**src/rtl/pwm_pkg.sv**
```systemverilog
// Shared definitions for the PWM channel: FSM state encoding and period helpers.
package pwm_pkg;

  typedef enum logic {
    PWM_IDLE = 1'b0,
    PWM_RUN  = 1'b1
  } pwm_state_e;

  // Last value the period counter reaches before wrapping.
  function automatic int pwm_maxc(input int bit_width);
    return (1 << bit_width) - 2;
  endfunction

endpackage

```
**src/rtl/pwm_prescaler.sv**
```systemverilog
// Tick divider for the PWM channel: one Tick every PreActive+1 clocks.
// PreActive is shadowed and only changes when Load is asserted.
module pwm_prescaler #(
  parameter int PrescaleWidth = 4
) (
  input  logic                     CLK,
  input  logic                     _RST,
  input  logic                     Clear,
  input  logic                     Load,
  input  logic [PrescaleWidth-1:0] PrescaleIn,
  output logic                     Tick
);

  logic [PrescaleWidth-1:0] precnt_q, precnt_d;
  logic [PrescaleWidth-1:0] preact_q, preact_d;

  assign Tick = (precnt_q == preact_q);

  always_comb begin
    preact_d = Load ? PrescaleIn : preact_q;
    if (Clear || Tick) begin
      precnt_d = '0;
    end else begin
      precnt_d = precnt_q + 1'b1;
    end
  end

  always_ff @(posedge CLK or negedge _RST) begin
    if (!_RST) begin
      precnt_q <= '0;
      preact_q <= '0;
    end else begin
      precnt_q <= precnt_d;
      preact_q <= preact_d;
    end
  end

endmodule

```
**src/rtl/pwm_channel.sv**
```systemverilog
// Single shadowed PWM channel: fixed period of 2^BitWidth-1 prescaled ticks.
// Optional output polarity inversion is enabled by defining PWM_POLARITY_EN.
module pwm_channel
  import pwm_pkg::*;
#(
  parameter int BitWidth      = 8,
  parameter int PrescaleWidth = 4
) (
  input  logic                     CLK,
  input  logic                     _RST,
  input  logic                     Enable,
  input  logic [BitWidth-1:0]      DutyIn,
  input  logic [PrescaleWidth-1:0] PrescaleIn,
`ifdef PWM_POLARITY_EN
  input  logic                     Polarity,
`endif
  output logic                     PwmOut,
  output logic                     PeriodStart,
  output logic [BitWidth-1:0]      DutyActive
);

  localparam logic [BitWidth-1:0] MAXC = BitWidth'(pwm_maxc(BitWidth));

  pwm_state_e          state_q;
  logic [BitWidth-1:0] count_q, count_d;
  logic [BitWidth-1:0] duty_q;
  logic                pol_q;
  logic                pwm_q;
  logic                pstart_q;

  logic tick;
  logic run_go;
  logic boundary;
  logic pol_in;

`ifdef PWM_POLARITY_EN
  assign pol_in = Polarity;
`else
  assign pol_in = 1'b0;
`endif

  assign run_go   = (state_q == PWM_RUN) && Enable;
  assign boundary = run_go && tick && (count_q == MAXC);

  // Prescaler is held cleared whenever the channel is not actively counting.
  pwm_prescaler #(
    .PrescaleWidth(PrescaleWidth)
  ) u_prescaler (
    .CLK       (CLK),
    ._RST      (_RST),
    .Clear     (!run_go),
    .Load      ((state_q == PWM_IDLE) || boundary),
    .PrescaleIn(PrescaleIn),
    .Tick      (tick)
  );

  always_comb begin
    count_d = count_q;
    if (!run_go || boundary) begin
      count_d = '0;
    end else if (tick) begin
      count_d = count_q + 1'b1;
    end
  end

  always_ff @(posedge CLK or negedge _RST) begin
    if (!_RST) begin
      state_q  <= PWM_IDLE;
      count_q  <= '0;
      duty_q   <= '0;
      pol_q    <= 1'b0;
      pwm_q    <= 1'b0;
      pstart_q <= 1'b0;
    end else begin
      count_q <= count_d;
      case (state_q)
        PWM_IDLE: begin
          duty_q   <= DutyIn;
          pol_q    <= pol_in;
          pwm_q    <= pol_in;
          pstart_q <= Enable;
          if (Enable) begin
            state_q <= PWM_RUN;
          end
        end
        PWM_RUN: begin
          if (!Enable) begin
            state_q  <= PWM_IDLE;
            pwm_q    <= pol_q;
            pstart_q <= 1'b0;
          end else begin
            // Compare uses the count of the clock just ending, so the output lags by one.
            pwm_q    <= (count_q < duty_q) ^ pol_q;
            pstart_q <= boundary;
            if (boundary) begin
              duty_q <= DutyIn;
              pol_q  <= pol_in;
            end
          end
        end
        default: begin
          state_q <= PWM_IDLE;
        end
      endcase
    end
  end

  assign PwmOut      = pwm_q;
  assign PeriodStart = pstart_q;
  assign DutyActive  = duty_q;

endmodule

```
**config.mk**
```make
export PLATFORM = sky130hd
export DESIGN_NAME = pwm_channel
export DESIGN_NICKNAME = d
export VERILOG_FILES = /design/src/rtl/pwm_pkg.sv /design/src/rtl/pwm_prescaler.sv /design/src/rtl/pwm_channel.sv
export SDC_FILE = /design/constraint.sdc
export NUM_CORES = 1
export LEC_CHECK = 0
export CORE_AREA = 2 2 78 80
export CTS_CLUSTER_DIAMETER = 40
export CTS_CLUSTER_SIZE = 10
export DETAILED_ROUTE_END_ITERATION = 10
export DIE_AREA = 0 0 80 82
export GPL_ROUTABILITY_DRIVEN = 1
export PLACE_DENSITY = 0.54
export SYNTH_ARGS = -nofsm -noshare
export SYNTH_HDL_FRONTEND = slang
export SYNTH_SLANG_ARGS = --single-unit
```
**constraint.sdc**
```tcl
create_clock -name CLK -period 2.2 [get_ports CLK]
set_input_delay 0.44 -clock CLK [delete_from_list [all_inputs] [get_ports CLK]]
set_output_delay 0.44 -clock CLK [all_outputs]
set_load 0.01 [all_outputs]
```
==> metrics.txt <==
outcome=complete, no violations; Die Width=80 um; met3 usage=1.21%; GRT Residual Overflow=0; Core Area=0.00575 mm2; # rows=28; Pins Over Slew Limit=0; IO Pins=25; CTS Buf Count=3; endpoints failing hold=0; slowest stage delay, CP=0.45 ns; Clock Latency Late Sink=0.27 ns; max_cap viols=0; WL per Instance=12.2 um; CTS Sinks=27; sequential fraction of the synthesis area=49.0%; cell count after synthesis=116; period utilization=86.2%; startpoint types=flip-flop; Min Clock Period, post-route=1.90 ns; Area growth syn-to-layout=28.4%; Max VDD drop=0.214 mV; critical path class=flip-flop to flip-flop; total power=1.00 mW; Avg Inst Size Synth=11.9 um2; CTS Root Cell=clkbuf_8; CTS Hold Bufs=0; f_max=0.527 GHz; GRT busiest layer=met2; largest net degree at the start of global routing=28; full die area=0.00656 mm2; setup repair bufs after CTS=0; Worst EP required=2.37 ns; Setup-failing EPs final=0; critical path arrival=2.06 ns; Setup TNS=0 ns; clk buf depth=2; 1st-pass router iterations=4; via-per-instance ratio=4.32; Least-Margin Pin Slew=0.565 ns; pre-CTS setup slack=0.0978 ns; Yosys Warn Count=0; GR Util met2=15.6%; Synth top area share=49.0%; ratio of cells with drive above 1 in the final layout=15.1%; Synth Register Bits=27; CP endpoint kind=flip-flop; register area=676 um2; RePlAce Congestion=0.770; cells along the critical path=xor2_1 -> nor4_4 -> nand2_2 -> nand2_4 -> mux2_2; Max H-tree Level=1; Die Height=82 um; routing usage on met1=11.2%; Placed Area=0.00172 mm2; CTS tree=yes; nets@finish=172; CTS clk-pin slew, worst paths=0.10 ns; initial antenna violation count=0; diode count=0; Fillers=605; Area contributors post-synth=dfrtp_1, ha_1, mux2_2; GRT Overall Usage=9.09%; top_reg_cell synth=dfrtp_1; clk_skew=0.00322 ns; Synth cell types=30; DR iter-0 viols=52; Lkg Pwr=0.791 nW; area of the multi-input gates=658 um2; vias in the first global route=1,025; post-detail-place hpwl=2.07 mm; relative slew slack=62.2%; mapped cell area=0.00138 mm2; critical-path maximum fanout=14; Via Count=954; Post-synth ARST share=100%; min-delay worst type=flip-flop to flip-flop; # DRC=0; cell area power density=565 mW/mm2; cell taking the most area after synthesis=dfrtp_1; Final ANT Viol Nets=0; CP max stage cell=nor4_4; Starting Density=24.0%; Finished Cell Area=0.00177 mm2; WL final=2.70 mm; worst setup margin=0.304 ns; Port Buf Inserts=24; RSZ-0062 raised after global routing=no; Syn Nets=141; Post-CTS Resized=0; first-pass GRT wire length=4.63 mm; number of enable flip-flop cells after synthesis=0
## flip-flops by register name, summed over array words and instances, names as in the netlist
register              count
u_prescaler.precnt_q      4
state_q                   1
count_q                   8
PwmOut                    1
u_prescaler.preact_q      4
PeriodStart               1
DutyActive                8
## critical path, delay by kind of cell (launching register included)
| family | cells | cell delay, ns |
|---|---|---|
| mux | 1 | 0.36 |
| xor+xnor | 1 | 0.22 |
| flops | 1 | 0.40 |
| simple gates | 3 | 0.80 |
## through the flow
step	utilization, %	hold WS, ns	instances
3_3_place_gp	30.0	0.492	217
2_1_floorplan	-	0.144	116
6_report	30.8	0.520	221
3_5_place_dp	30.0	0.508	217
4_1_cts	30.8	0.522	221
5_1_grt	30.8	0.555	221
## cell families (layout without fill, tap and decap cells)
kind of cell               after synthesis  after routing  share of synthesized area (%)
buffers and inverters                   10             40                           3.27
adders and majority gates               10             10                           9.07
DFF                                     27             27                           49.0
and+or+nand+nor                         36             36                           14.7
AOI/OAI and AO/OA                        9              9                           5.90
muxes                                   13             13                           10.5
xor gates and xnor gates                11             11                           7.53
## path summary, 6_finish.rpt
kind | slack, ns | depth (start not counted) | startpoint | endpoint
max in group asynchronous | 1.40 | 2 | _RST | count_q[4]$_DFFE_PN0P_
max reg2reg | 0.30 | 5 | u_prescaler.preact_q[3]$_DFFE_PN0P_ | u_prescaler.preact_q[0]$_DFFE_PN0P_
min reg2reg | 0.52 | 1 | u_prescaler.precnt_q[0]$_DFF_PN0_ | u_prescaler.precnt_q[0]$_DFF_PN0_
max | 0.30 | 5 | u_prescaler.preact_q[3]$_DFFE_PN0P_ | u_prescaler.preact_q[0]$_DFFE_PN0P_
min | 0.52 | 1 | u_prescaler.precnt_q[0]$_DFF_PN0_ | u_prescaler.precnt_q[0]$_DFF_PN0_
min in group asynchronous | 0.54 | 2 | _RST | DutyActive[1]$_DFFE_PN0P_
## routing by layer
metal | wire length [um] | share of wire (%)
met1 | 1240 | 46
met2 | 1340 | 49
met3 | 71 | 2.6
met4 | 55 | 2.0
met5 | 0 | 0
## power by group
| group | internal [mW] | switching (mW) |
|---|---|---|
| combinational | 0.0927 | 0.0759 |
| sequential | 0.523 | 0.0224 |
| clock | 0.127 | 0.160 |
| total | 0.743 | 0.258 |
## cell usage after synthesis (2+ instances only)
library cell and count:
a21oi_1 2, and3_1 4, dfrtp_1 27, ha_1 10, inv_1 9, mux2_1 3, mux2_2 9, nand2_1 4
nand3_1 3, nand4_1 5, nor2_1 13, xor2_1 9
## final cells by class
type	instances	share of cell area (%)
Sequential cell	27	38.2
Inverter	9	1.91
Timing Repair Buffer	27	14.8
Multi-Input combinational cell	79	37.2
Clock buffer	3	2.33
Tap cell	75	5.30
Clock inverter	1	0.283
## cell usage in the layout (no fill, tap or decap), drive strengths merged
master | Yosys | layout
a2111o | 1 | 1
a21oi | 2 | 2
buf | 1 | 3
o41ai | 1 | 1
xnor2 | 1 | 1
nor2b | 1 | 1
nor2 | 13 | 13
and3 | 4 | 4
and2 | 2 | 2
dfrtp | 27 | 27
nor4 | 1 | 1
and4 | 1 | 1
o21ai | 1 | 1
mux2i | 1 | 1
inv | 9 | 9
a31oi | 1 | 1
clkbuf | 0 | 3
o22ai | 1 | 1
nand2 | 6 | 6
a21boi | 1 | 1
o31ai | 1 | 1
nand3 | 3 | 3
xor2 | 10 | 10
nand4 | 5 | 5
mux2 | 12 | 12
clkdlybuf4s50 | 0 | 24
ha | 10 | 10
clkinv | 0 | 1
Power figures use the tool's default switching activity.
